File: src/rtl/lsio_btn_debounce.sv
// lsio_btn_debounce: button pin synchroniser, free-running 1 ms tick and
// confirm-for-N-ms debouncer with press/release pulses.  Rev 1.0
`default_nettype none

module lsio_btn_debounce #(
   parameter int CLKS_PER_MS = 50000,
   parameter int DEBOUNCE_MS = 8,
   parameter int SYNC_STAGES = 2,
   parameter int ACTIVE_LOW  = 1
) (
   input  logic       clk_i,
   input  logic       rst_i,
   input  logic       btn_raw_i,
   input  logic       clear_i,
   output logic       one_ms_event_o,
   output logic       btn_o,
   output logic       press_o,
   output logic       release_o,
   output logic [7:0] bounce_cnt_o
);

   localparam int   c_TW       = $clog2(CLKS_PER_MS);
   localparam int   c_MW       = $clog2(DEBOUNCE_MS + 1);
   localparam logic c_INACTIVE = (ACTIVE_LOW != 0) ? 1'b1 : 1'b0;

   typedef enum logic [1:0] {
      REL    = 2'd0,
      CONF_P = 2'd1,
      PRS    = 2'd2,
      CONF_R = 2'd3
   } state_t;

   logic [SYNC_STAGES-1:0] r_sync;
   logic [c_TW-1:0]        r_tick_cnt;
   logic [c_MW-1:0]        r_ms_cnt;
   state_t                 r_state;
   logic                   w_s;
   logic                   w_tick;
   logic                   w_done;
   logic                   w_abort;

   always_ff @(posedge clk_i) begin
      if (rst_i) begin
         r_sync <= {SYNC_STAGES{c_INACTIVE}};
      end else begin
         r_sync <= {r_sync[SYNC_STAGES-2:0], btn_raw_i};
      end
   end

   // s is in pressed-sense: 1 means the button is held.
   assign w_s = r_sync[SYNC_STAGES-1] ^ c_INACTIVE;

   assign w_tick = (r_tick_cnt == c_TW'(CLKS_PER_MS - 1));

   always_ff @(posedge clk_i) begin
      if (rst_i) begin
         r_tick_cnt     <= '0;
         one_ms_event_o <= 1'b0;
      end else begin
         one_ms_event_o <= w_tick;
         if (w_tick) begin
            r_tick_cnt <= '0;
         end else begin
            r_tick_cnt <= r_tick_cnt + c_TW'(1);
         end
      end
   end

   assign w_done  = (r_ms_cnt == c_MW'(DEBOUNCE_MS - 1));
   assign w_abort = ((r_state == CONF_P) && !w_s) || ((r_state == CONF_R) && w_s);

   // A level change in a CONF state takes priority over a coincident tick.
   always_ff @(posedge clk_i) begin
      if (rst_i) begin
         r_state   <= REL;
         r_ms_cnt  <= '0;
         btn_o     <= 1'b0;
         press_o   <= 1'b0;
         release_o <= 1'b0;
      end else begin
         press_o   <= 1'b0;
         release_o <= 1'b0;
         case (r_state)
            REL: begin
               if (w_s) begin
                  r_state  <= CONF_P;
                  r_ms_cnt <= '0;
               end
            end
            CONF_P: begin
               if (!w_s) begin
                  r_state <= REL;
               end else if (w_tick) begin
                  if (w_done) begin
                     r_state  <= PRS;
                     r_ms_cnt <= '0;
                     btn_o    <= 1'b1;
                     press_o  <= 1'b1;
                  end else begin
                     r_ms_cnt <= r_ms_cnt + c_MW'(1);
                  end
               end
            end
            PRS: begin
               if (!w_s) begin
                  r_state  <= CONF_R;
                  r_ms_cnt <= '0;
               end
            end
            CONF_R: begin
               if (w_s) begin
                  r_state <= PRS;
               end else if (w_tick) begin
                  if (w_done) begin
                     r_state   <= REL;
                     r_ms_cnt  <= '0;
                     btn_o     <= 1'b0;
                     release_o <= 1'b1;
                  end else begin
                     r_ms_cnt <= r_ms_cnt + c_MW'(1);
                  end
               end
            end
            default: begin
               r_state  <= REL;
               r_ms_cnt <= '0;
            end
         endcase
      end
   end

   always_ff @(posedge clk_i) begin
      if (rst_i) begin
         bounce_cnt_o <= 8'd0;
      end else if (clear_i) begin
         bounce_cnt_o <= 8'd0;
      end else if (w_abort && (bounce_cnt_o != 8'hFF)) begin
         bounce_cnt_o <= bounce_cnt_o + 8'd1;
      end
   end

endmodule

`default_nettype wire

File: config.mk
export PLATFORM = sky130hd
export DESIGN_NAME = lsio_btn_debounce
export DESIGN_NICKNAME = d
export VERILOG_FILES = /design/src/rtl/lsio_btn_debounce.sv
export SDC_FILE = /design/constraint.sdc
export NUM_CORES = 1
export LEC_CHECK = 0
export CAP_MARGIN = 20
export CORE_MARGIN = 3
export CORE_UTILIZATION = 51
export CTS_CLUSTER_SIZE = 24
export DETAILED_ROUTE_END_ITERATION = 12
export PLACE_DENSITY = 0.72
export SYNTH_ARGS = -nofsm -noshare
export SYNTH_HDL_FRONTEND = slang
export SYNTH_SLANG_ARGS = --single-unit
File: constraint.sdc
create_clock -name clk_i -period 2.5 [get_ports clk_i]
set_input_delay 0.25 -clock clk_i [delete_from_list [all_inputs] [get_ports clk_i]]
set_output_delay 0.25 -clock clk_i [all_outputs]
set_load 0.01 [all_outputs]
==> key figures <==
Pwr
  – Static leakage: 0.614 nW
  – Max VDD drop: 0.393 mV
  – Power per cell area: between 400 and 500 nW/um2

Final layout
  – Fill count: 259
  – Final net count: approximately 210
  – Final Util: between 60% and 70%
  – Layout cells sized above 1: 8.08%
  – Area Overhead vs Synth: 14.2%
  – # diodes: 0

Die
  – Starting Density: 56.2%
  – Die ar.: between 3000 and 4000 um2
  – I/O pin count: 16
  – Die X: 62.5 um
  – Die H: approximately 63 um
  – Site row count: 19
  – Core Footprint: between 2000 and 3000 um2

STA
  – Final Setup Violations: 0
  – Slew margin rel.: 55.2%
  – Actual slew at the worst max-slew pin: around 0.66 ns
  – Fin crit period: about 2.2 ns
  – Layout Skew: around 0.008 ns
  – RSZ-0062 raised after global routing: false
  – Hold Fails Final Rpt: 0
  – Fin crit share: between 80% and 90%
  – Total negative slack: 0 ns
  – Final Max Slew Viols: 0
  – Hold slack: 0.416 ns
  – Max Clock Freq: around 450 MHz

Logic synthesis
  – Top-area cell type share of the netlist area: about 44%
  – Sequential area share after synthesis: between 40% and 50%
  – Syn Inst Count: ~180
  – Number of synthesized flops with an enable pin: 0
  – Post-synth top cells: dfxtp_1, nor2_1, nand3_1, nand2_1
  – Post-synth ARST share: 0%
  – Distinct cells, synth: 39
  – Post-synthesis register bit count: 36
  – Syn Area/Cell: 8.96 um2
  – Synthesized Nets: roughly 190
  – Top post-synthesis cells by area: dfxtp_1, nor2_1, xnor2_1
  – Top_reg_cell synth: dfxtp_1
  – Post-Synthesis Cell Area: 1630 um2
  – Area leader, netlist: dfxtp_1
  – Warning count from the yosys run: 0
  – Most instantiated library cell after synthesis: dfxtp_1

Clock tree
  – CTS tree: yes
  – Post_cts resized: 0
  – Root Buffer: clkbuf_4
  – Worst-path clk slew: 0.10 ns
  – CTS buffer count: 5
  – H-tree depth: 2
  – CTS max path bufs: 2
  – Cts hold-fix bufs: 0
  – Post-CTS Repair Setup Buffers: 0
  – Clk_lat worst skew: between 0.3 and 0.4 ns
  – Number of clock sinks: 36

Run
  – Max-cap violation count: 0

Routing
  – Drt drc: 0
  – Final ANT Viol Nets: 0
  – Drt first-iter violations: 92
  – Routed wire length: around 3200 um
  – WL/cell: ~14 um
  – Vias per Instance: between 5 and 6
  – DR vias: roughly 1400
  – Drt first pass iters: 4

Setup path
  – Crit path kind: reg -> reg
  – Nature of the critical path endpoint: flip-flop
  – WP depth: 4
  – CP peak stage delay: 0.57 ns
  – Reg2reg setup slack: 0.28 ns
  – Worst path required time: around 2.8 ns
  – R2r startpoint: r_tick_cnt[5]
  – Data arrival, critical path: 2.49 ns
  – Reg2reg end: btn_o
  – Crit path launch type: flip-flop
  – Origin of the worst setup path: r_tick_cnt[5]
  – Worst path bufs/invs: 0
  – Crit path max-delay family: simple AND/OR/NAND/NOR gates
  – Worst setup path endpoint: btn_o
  – Worst-path fanout max: 7
  – CP cell instances: or4b_1, or4_4, or4_1, a31oi_1
  – Slowest cell on crit path: or4b_1
  – R2R depth: 4

Global routing
  – First-pass GRT wire length: approximately 5800 um
  – Vias in the first global route: 1292
  – Initial antenna violation count: 0
  – Aggregate global routing overflow: 0
  – Largest net degree at the start of global routing: 16
  – GRT Overall Usage: between 15 and 20%

Placed design
  – Post-DP HPWL: approximately 2400 um
  – Final Wtd Congestion: roughly 0.85
  – Port bufs: 15

Worst hold path
  – Hold WC Path Type: reg -> reg
  – Hold_sp: r_sync[0]

Run status
  – Status: completed
==> cell type report <==
| type | count | area, um2 | share of cell area, % |
|---|---|---|---|
| repair buffers | 17 | 165 | 8.87 |
| clock inverters | 1 | 5.00 | 0.269 |
| well taps | 42 | 52.6 | 2.82 |
| inverters | 5 | 18.8 | 1.01 |
| multi-input cells | 133 | 858 | 46.1 |
| clock buffers | 6 | 41.3 | 2.22 |
| flip-flops and latches | 36 | 721 | 38.7 |
==> state kept, by name, indices dropped and copies added (netlist names), named ones only <==
| signal | count |
|---|---|
| bounce_cnt_o | 8 |
| btn_o | 1 |
| one_ms_event_o | 1 |
| press_o | 1 |
| r_ms_cnt | 4 |
| r_state | 1 |
| r_sync | 2 |
| r_tick_cnt | 16 |
| release_o | 1 |
==> per-stage QoR <==
stage | worst slack [ns] | power [mW] | cells | area [um2]
floorplan | 0.405 | 0.628 | 182 | 1630
global placement | 0.355 | 0.642 | 233 | 1820
detailed placement | 0.314 | 0.643 | 233 | 1820
CTS | 0.283 | 0.927 | 240 | 1860
global route | 0.231 | 0.963 | 240 | 1860
finish | 0.277 | 0.918 | 240 | 1860
==> how the worst min path moves through the flow <==
stage | to | slack [ns] | depth (start not counted)
3_5_place_dp | r_sync[1] | 0.39 | 1
5_1_grt | r_sync[1] | 0.44 | 1
3_3_place_gp | r_sync[1] | 0.39 | 1
2_1_floorplan | r_sync[0] | 0.35 | 1
4_1_cts | r_sync[1] | 0.42 | 1
6_report | r_sync[1] | 0.42 | 1
==> metal layers <==
metal  vias up  GRT usage [%]  wire [um]
met3         7           5.94        154
met4         0           6.89         62
li1        693              -          -
met2        36           29.7       1570
met5         -              0          0
met1       650           23.1       1470
==> report_power, final <==
part	leakage, nW	internal, mW	total, mW	switching (mW)
Combinational	0.294	0.0194	0.0414	0.0220
Clock	0.0281	0.104	0.288	0.185
Sequential	0.291	0.581	0.588	0.00732
==> worst reg2reg max path: stages, from the launching register on <==
cell and delay (ns):
dfxtp_1 0.39, or4b_1 0.58, or4_4 0.54, or4_1 0.48
a31oi_1 0.17
==> kinds of logic after synthesis <==
| logic type | Yosys count | share of synthesized area, % |
|---|---|---|
| AOI/OAI and AO/OA | 30 | 12.5 |
| xor gates and xnor gates | 16 | 8.60 |
| adders and majority gates | 3 | 2.30 |
| buffers and inverters | 13 | 3.15 |
| DFF | 36 | 44.2 |
| muxes | 4 | 2.53 |
| and+or+nand+nor | 80 | 26.7 |
==> cells in the final DEF, fill, tap and decap left out, drive strengths merged, types with 2 or more instances in the layout <==
cell,synthesis,routed
nand2,11,11
nand3,12,12
mux2i,3,3
inv,5,5
nor4,4,4
or3,3,3
o211ai,2,2
ha,3,3
or2,3,3
nand4,7,7
o211a,2,2
and3,4,4
or4,6,6
xor2,8,8
or4bb,2,2
o31ai,4,4
buf,3,2
o21ai,5,5
a31oi,2,2
nor2,19,19
a21oi,8,8
clkdlybuf4s50,0,15
o32ai,2,2
clkbuf,5,6
nor3,5,5
dfxtp,36,36
xnor2,8,8
No activity file was read; power rests on OpenSTA's default activity.
